## config.mk

```make
export PLATFORM = sky130hd
export DESIGN_NAME = rr_mux_n_to_1
export DESIGN_NICKNAME = d
export VERILOG_FILES = /design/src/rtl/rr_mux_n_to_1.sv
export SDC_FILE = /design/constraint.sdc
export NUM_CORES = 1
export LEC_CHECK = 0
export CAP_MARGIN = 40
export CORE_MARGIN = 8
export CORE_UTILIZATION = 25
export DETAILED_ROUTE_END_ITERATION = 8
export GPL_TIMING_DRIVEN = 0
export HOLD_SLACK_MARGIN = 0.03
export PLACE_DENSITY_LB_ADDON = 0.05
export SLEW_MARGIN = 20
export SYNTH_ARGS = -nofsm -noshare
export SYNTH_HDL_FRONTEND = slang
export SYNTH_SLANG_ARGS = --single-unit
```

## constraint.sdc

```tcl
create_clock -name clock -period 2.3 [get_ports clock]
set_input_delay 0.23 -clock clock [delete_from_list [all_inputs] [get_ports clock]]
set_output_delay 0.23 -clock clock [all_outputs]
set_load 0.02 [all_outputs]
```

## src/rtl/rr_mux_n_to_1.sv

```systemverilog
// rr_mux_n_to_1
//   Round-robin N-to-1 merge of independent valid/ready channels into one
//   registered output stream. Each output word carries the index of its source
//   channel on out_sel, so a downstream 1-to-N demultiplexer can use it
//   directly as its select.
//
// Handshake: a word moves across an interface on a rising clock edge where
//   valid and ready are both 1. A producer may drop or change valid at any time
//   while ready is 0; nothing is consumed unless ready was 1 at that edge.
//
// Ports
//   clock      rising-edge clock
//   reset_     asynchronous active-low reset
//   in_valid   [N]    channel i presents a word
//   in_data    [N*W]  channel i word at bits [i*W +: W]
//   in_ready   [N]    channel i word is accepted at this edge (one-hot or 0)
//   out_valid         output register holds a word
//   out_data   [W]    held word
//   out_sel    [IDW]  index of the channel that supplied out_data
//   out_ready         consumer takes the held word at this edge
//   dbg_state         output register state (0 = EMPTY, 1 = FULL)
module rr_mux_n_to_1 #(
  parameter int N   = 4,
  parameter int W   = 8,
  parameter int IDW = 2
) (
  input  logic             clock,
  input  logic             reset_,
  input  logic [N-1:0]     in_valid,
  input  logic [N*W-1:0]   in_data,
  output logic [N-1:0]     in_ready,
  output logic             out_valid,
  output logic [W-1:0]     out_data,
  output logic [IDW-1:0]   out_sel,
  input  logic             out_ready,
  output logic             dbg_state
);

  typedef enum logic {
    S_EMPTY = 1'b0,
    S_FULL  = 1'b1
  } state_t;

  state_t         state;
  state_t         state_nxt;
  logic [IDW-1:0] last_q;
  logic           free;
  logic           grant_found;
  logic [IDW-1:0] grant_idx;
  logic [IDW:0]   cand;
  logic           accept;

  assign out_valid = (state == S_FULL);
  assign dbg_state = state;

  // The slot can take a new word if it is empty or is being drained this edge.
  assign free   = !out_valid || out_ready;
  assign accept = free && grant_found;

  // Search starts just after the last granted channel and wraps, so the most
  // recently served channel has the lowest priority.
  always_comb begin
    grant_found = 1'b0;
    grant_idx   = '0;
    cand        = '0;
    for (int k = 1; k <= N; k++) begin
      cand = {1'b0, last_q} + (IDW+1)'(k);
      if (cand >= (IDW+1)'(N)) begin
        cand = cand - (IDW+1)'(N);
      end
      if (!grant_found && in_valid[cand[IDW-1:0]]) begin
        grant_found = 1'b1;
        grant_idx   = cand[IDW-1:0];
      end
    end
  end

  always_comb begin
    in_ready = '0;
    if (accept) begin
      in_ready[grant_idx] = 1'b1;
    end
  end

  // Output register state
  always_ff @(posedge clock or negedge reset_) begin
    if (!reset_) begin
      state <= S_EMPTY;
    end else begin
      state <= state_nxt;
    end
  end

  always_comb begin
    state_nxt = state;
    if (accept) begin
      state_nxt = S_FULL;
    end else if (out_valid && out_ready) begin
      state_nxt = S_EMPTY;
    end
  end

  // Payload and pointer only move on accept; a drain leaves data/sel intact.
  always_ff @(posedge clock or negedge reset_) begin
    if (!reset_) begin
      out_data <= '0;
      out_sel  <= '0;
      last_q   <= IDW'(N - 1);
    end else if (accept) begin
      out_data <= in_data[grant_idx*W +: W];
      out_sel  <= grant_idx;
      last_q   <= grant_idx;
    end
  end

endmodule

```

==> flow_summary.json, run 1 <==
{
  "cts.clk_slew.worst_paths_ps": 90,
  "crit_family": "flip-flops",
  "period_needed_ps": 2170,
  "drtPass1Iterations": 4,
  "clock_skew_ps": 5.37,
  "routed_wl_um": 2770,
  "fin_crit_sh": 0.945,
  "dpl.hpwl_um": 2180,
  "remaining_drc_errors": 0,
  "antenna_found_initial": 0,
  "syn_nets": 123,
  "p_total_mw": 1.02,
  "timing.slew.headroom": 0.599,
  "row_count": 21,
  "crit_buf_inv": 3,
  "worstHoldPathType": "input port to asynchronous set/reset pin",
  "grt_pass1_wl_um": 4330,
  "fmax_mhz": 460,
  "drv_cap": 0,
  "finish.utilization": 0.456,
  "area_growth_pct": 77.4,
  "cts_root_buf": "clkbuf_4",
  "synth_area_per_cell_um2": 10.0,
  "critical_path.endpoint_type": "output port",
  "clkSinkCount": 13,
  "critPathRequiredTime_ps": 2070,
  "tightestPinTransition_ps": 600,
  "pwr_density_cell_nw_per_um2": 680,
  "crit_path_cell_trace": "nand2b_1 -> a21oi_1 -> a211oi_4 -> buf_6 -> inv_1 -> nor2_1 -> clkdlybuf4s15_2",
  "start_util": 0.257,
  "p_leak_nw": 0.641,
  "path_class": "flop to output port",
  "wl_met2_um": 1480,
  "syn_inst": 84,
  "dpl_worst_slack_ps": -343,
  "port_buffers": 54,
  "core_region_area_um2": 3280,
  "via_count": 839,
  "routed-wl-met3_um": 196,
  "dieWidth_um": 74.1,
  "ir_worst_vdd_uv": 272,
  "h-tree-depth": 1,
  "die_area_um2": 5490,
  "setup_slack_ps": 128,
  "yosys_warnings": 0,
  "synth-seq-area-share": 0.389,
  "path_max_fanout": 10,
  "slowest_delay_ps": 540,
  "ys_types": 21,
  "drt-met1-wl_um": 1050,
  "drv_slew": 0,
  "arrival_ps": 1940,
  "cts_buffers": 3,
  "grt-ovfl-total": 0,
  "io_pins": 55,
  "cts_tree": "yes",
  "cp-start-kind": "flop",
  "grt_max_degree": 14,
  "synthesis.area_um2": 843,
  "antenna_cells": 0,
  "critPathSlowestCell": "dfstp_2",
  "ant_nets": 0,
  "hold_viol_final": 0,
  "first_iter_violations": 39,
  "setup_viol": 0,
  "synth-seq-cells": 13,
  "final_nets": 183,
  "status": "complete, no violations",
  "routed.top_layer": "met4",
  "wire_per_inst_um": 14.7,
  "insertion_delay_ps": 290,
  "avgViaCountPerCell": 4.44,
  "grt_pass1_vias": 904,
  "cts.path.max_buffers": 2,
  "fp.dieH_um": 74.1,
  "grt_usage": 0.105,
  "gp_congestion": 0.700,
  "rsz0062_at_grt": "false",
  "drive_gt1_frac": 0.182
}
## state kept, by name, summed over array words and instances (netlist names)
register and flops:
dbg_state 1, out_data 8, out_sel 2, last_q 2
## synthesized netlist by cell type
| cell | count | area, um^2 |
|---|---|---|
| a21oi_1 | 4 | 20.0 |
| nor2_1 | 7 | 26.3 |
| buf_2 | 1 | 5.00 |
| nand2b_1 | 4 | 25.0 |
| nor3_1 | 1 | 5.00 |
| a21oi_2 | 1 | 8.76 |
| nor4_1 | 1 | 6.26 |
| dfstp_2 | 2 | 52.6 |
| o221ai_1 | 2 | 17.5 |
| buf_6 | 1 | 11.3 |
| o221ai_2 | 6 | 90.1 |
| a21o_1 | 1 | 7.51 |
| o21ai_2 | 1 | 8.76 |
| inv_1 | 3 | 11.3 |
| o21a_1 | 1 | 7.51 |
| o22ai_1 | 1 | 6.26 |
| nand2_1 | 15 | 56.3 |
| a211oi_2 | 1 | 12.5 |
| dfrtp_1 | 11 | 275 |
| buf_4 | 4 | 30.0 |
| mux2i_1 | 16 | 160 |
## metal layers
layer,track usage,vias up
met5,0,-
met4,0.0466,0
li1,-,414
met1,0.104,394
met3,0.0337,5
met2,0.194,26
## stage by stage
step	cell area (um^2)	setup TNS, ps	instances	hold slack (ps)
final	1500	0	189	315
after global routing	1500	0	189	363
after CTS	1490	0	188	341
after detailed placement	1440	-1250	184	467
after global placement	1440	-1160	184	464
after floorplan	843	0	84	-65.6
## what timing repair did
action | 4_1_cts | 5_1_grt
cloned | 0 | 0
endpoints found under the hold margin | 0 | 0
endpoints found under the setup margin | 4 | 4
gates resized for setup | 12 | 5
setup buffers | 0 | 1
hold buffers | 0 | 0
pin swaps | 0 | 1
## report_power, final
group / switching, mW / leakage [nW] / total (mW) / internal (mW)
clock network: 0.0841 / 0.0150 / 0.152 / 0.0675
logic: 0.258 / 0.475 / 0.538 / 0.280
registers: 0.0367 / 0.151 / 0.328 / 0.291
## worst paths after layout
kind / startpoint / endpoint / slack [ps] / depth (start not counted)
min in group clock: in_valid[3] / dbg_state / 340 / 3
max reg2reg: last_q[0] / out_data[6] / 450 / 7
max: last_q[0] / in_ready[0] / 130 / 7
min: reset_ / out_data[3] / 310 / 1
max in group asynchronous: reset_ / out_data[7] / 1590 / 1
min reg2reg: out_sel[1] / out_sel[1] / 490 / 2
## layout by cell type, fill, tap and decap left out, types with 2 or more instances in the layout
cell / netlist / routed
clkdlybuf4s50_1: 0 / 49
mux2i_1: 16 / 16
nand2_1: 15 / 15
dfrtp_1: 11 / 11
nor2_1: 7 / 7
o221ai_2: 6 / 6
nand2b_1: 4 / 4
a21oi_1: 4 / 4
buf_4: 4 / 4
inv_1: 3 / 3
clkbuf_4: 0 / 3
buf_6: 1 / 2
o221ai_1: 2 / 2
dfstp_2: 2 / 2
clkdlybuf4s15_2: 0 / 2
clkbuf_2: 0 / 2
## cells by family after synthesis
group	synth area share
AOI/OAI and AO/OA	0.212
muxes	0.190
buffers and inverters	0.0682
DFF	0.389
and+or+nand+nor	0.141
## layout make-up
| class | count | area [um^2] |
|---|---|---|
| plain buffers | 6 | 50.0 |
| clock buffers | 4 | 26.3 |
| fillers | 351 | 1790 |
| inverters | 3 | 11.3 |
| multi-input cells | 62 | 480 |
| flip-flops and latches | 13 | 328 |
| well taps | 46 | 57.6 |
| repair buffers | 55 | 543 |
Power figures use the tool's default switching activity.
==> run 2, diff against run 1 <==
--- a/config.mk
+++ b/config.mk
@@ -7,7 +7,7 @@
 export LEC_CHECK = 0
 export CAP_MARGIN = 40
 export CORE_MARGIN = 8
-export CORE_UTILIZATION = 25
+export CORE_UTILIZATION = 35
 export DETAILED_ROUTE_END_ITERATION = 8
 export GPL_TIMING_DRIVEN = 0
 export HOLD_SLACK_MARGIN = 0.03
==> flow_summary.json, run 2 (synthesis gave the netlist of run 1 again) <==
{
  "status": "complete, no violations",
  "setup_slack_ps": 83.2,
  "die_area_um2": 4240,
  "final_cell_count_no_fill": 172,
  "first_iter_violations": 28,
  "core_region_area_um2": 2250,
  "drtPass1Iterations": 4,
  "antenna_cells": 0,
  "grt_max_degree": 14,
  "ant_nets": 0,
  "grt_usage": 0.131,
  "remaining_drc_errors": 0,
  "crit_buf_inv": 3,
  "regMostFlops": "out_data",
  "grt-ovfl-total": 0,
  "avgViaCountPerCell": 4.98,
  "via_count": 856,
  "final_common_cell": "clkdlybuf4s50_1",
  "fp.dieH_um": 65.1,
  "io_pins": 55,
  "critical_path.endpoint_type": "output port",
  "path_class": "input port to output port",
  "grt_pass1_wl_um": 4530,
  "cts_buffers": 3,
  "crit_family": "buffers and inverters",
  "cts.clk_slew.worst_paths_ps": 80,
  "drive_gt1_frac": 0.181,
  "dieWidth_um": 65.1,
  "area_growth_pct": 76.1,
  "routed_wl_um": 2800,
  "port_buffers": 54,
  "worstHoldPathType": "input port to asynchronous set/reset pin",
  "hold_buffers": 0,
  "wire_per_inst_um": 16.3,
  "fmax_mhz": 451,
  "clkSinkCount": 13,
  "setup_tns_ps": 0,
  "fin_crit_sh": 0.964,
  "final_area_um2": 1490,
  "power_frac_clock": 0.134,
  "crit_path_cell_trace": "clkdlybuf4s50_1 -> nor4_4 -> a21oi_2 -> nand2_1 -> buf_6 -> nor2_1 -> dlygate4sd2_1",
  "ir_worst_vdd_uv": 417,
  "gp_congestion": 0.726,
  "antenna_found_initial": 0,
  "cts_tree": "yes",
  "insertion_delay_ps": 260,
  "clock_skew_ps": 4.82,
  "netSwitchingPower_mw": 0.368,
  "finish.utilization": 0.659,
  "arrival_ps": 1990,
  "dpl_worst_slack_ps": -380,
  "largest_reg_flops": 8,
  "p_seq_frac": 0.327,
  "grt_pass1_vias": 993,
  "power_frac_comb": 0.539,
  "pwr_density_cell_nw_per_um2": 678,
  "period_needed_ps": 2220,
  "cts_root_buf": "clkbuf_4",
  "cellInternalPower_mw": 0.638,
  "dpl.hpwl_um": 2210,
  "top_regs": "out_data x8, last_q x2, out_sel x2",
  "slowest_delay_ps": 530,
  "critPathSlowestCell": "clkdlybuf4s50_1",
  "critPathRequiredTime_ps": 2070,
  "hold_viol_final": 0,
  "h-tree-depth": 1,
  "hold_ws_ps": 322,
  "dp.cells": 166,
  "final_cell_mix": "49 x clkdlybuf4s50_1, 16 x mux2i_1, 15 x nand2_1",
  "setup_viol": 0,
  "cts.path.max_buffers": 2,
  "path_max_fanout": 10,
  "start_util": 0.374,
  "row_count": 17,
  "p_total_mw": 1.01,
  "cp-start-kind": "input port",
  "timing.slew.headroom": 0.629,
  "drv_cap": 0,
  "switching_share": 0.366,
  "drv_slew": 0,
  "p_leak_nw": 0.656,
  "final_nets": 184,
  "tightestPinTransition_ps": 555,
  "placed_area_um2": 1420
}
==> run 2: cell types whose count changed in the layout (fill, tap and decap cells not counted) <==
cell,previous run,this run
dlygate4sd2_1,0,2
buf_6,2,3
nor3_2,0,1
nor3_1,1,0
clkdlybuf4s15_2,2,0
==> run 2: final timing paths <==
check | endpoint | slack [ps] | from | cells after the start
worst min register to register | out_data[4] | 490 | out_data[4] | 2
max in group asynchronous | last_q[1] | 1610 | reset_ | 1
worst max-delay path | in_ready[3] | 80 | in_valid[0] | 7
worst min-delay path | out_data[5] | 320 | reset_ | 1
worst max register to register | out_data[1] | 380 | last_q[0] | 7
min in group clock | dbg_state | 420 | in_valid[3] | 3
==> run 2: what timing repair did <==
action / 4_1_cts / 5_1_grt
resized for setup: 9 / 6
pin swaps: 1 / 1
endpoints found under the setup margin: 4 / 3
setup buffers: 1 / 1
hold endpoints to repair: 0 / 0
==> run 2: final cells by class <==
cell class	instances	area, um^2
plain buffers	6	53.8
fillers	210	769
clock buffers	4	26.3
inverters	3	11.3
well taps	28	35.0
flip-flops and latches	13	328
repair buffers	56	546
multi-input cells	62	485
==> run 2: power groups by stage <==
stage	logic, mW	clock network [mW]	registers (mW)
final	0.542	0.135	0.330
after detailed placement	0.535	0	0.331
after global routing	0.582	0.150	0.336
after global placement	0.528	0	0.328
after floorplan	0.234	0	0.389
after CTS	0.549	0.137	0.329
==> run 2: routing by layer <==
layer  track usage  up-vias  part of all wire
met5             0        -                 0
met4        0.0300        0            0.0046
met3        0.0636        2             0.088
met2         0.227       32              0.50
met1         0.141      401              0.40
li1              -      421                 -
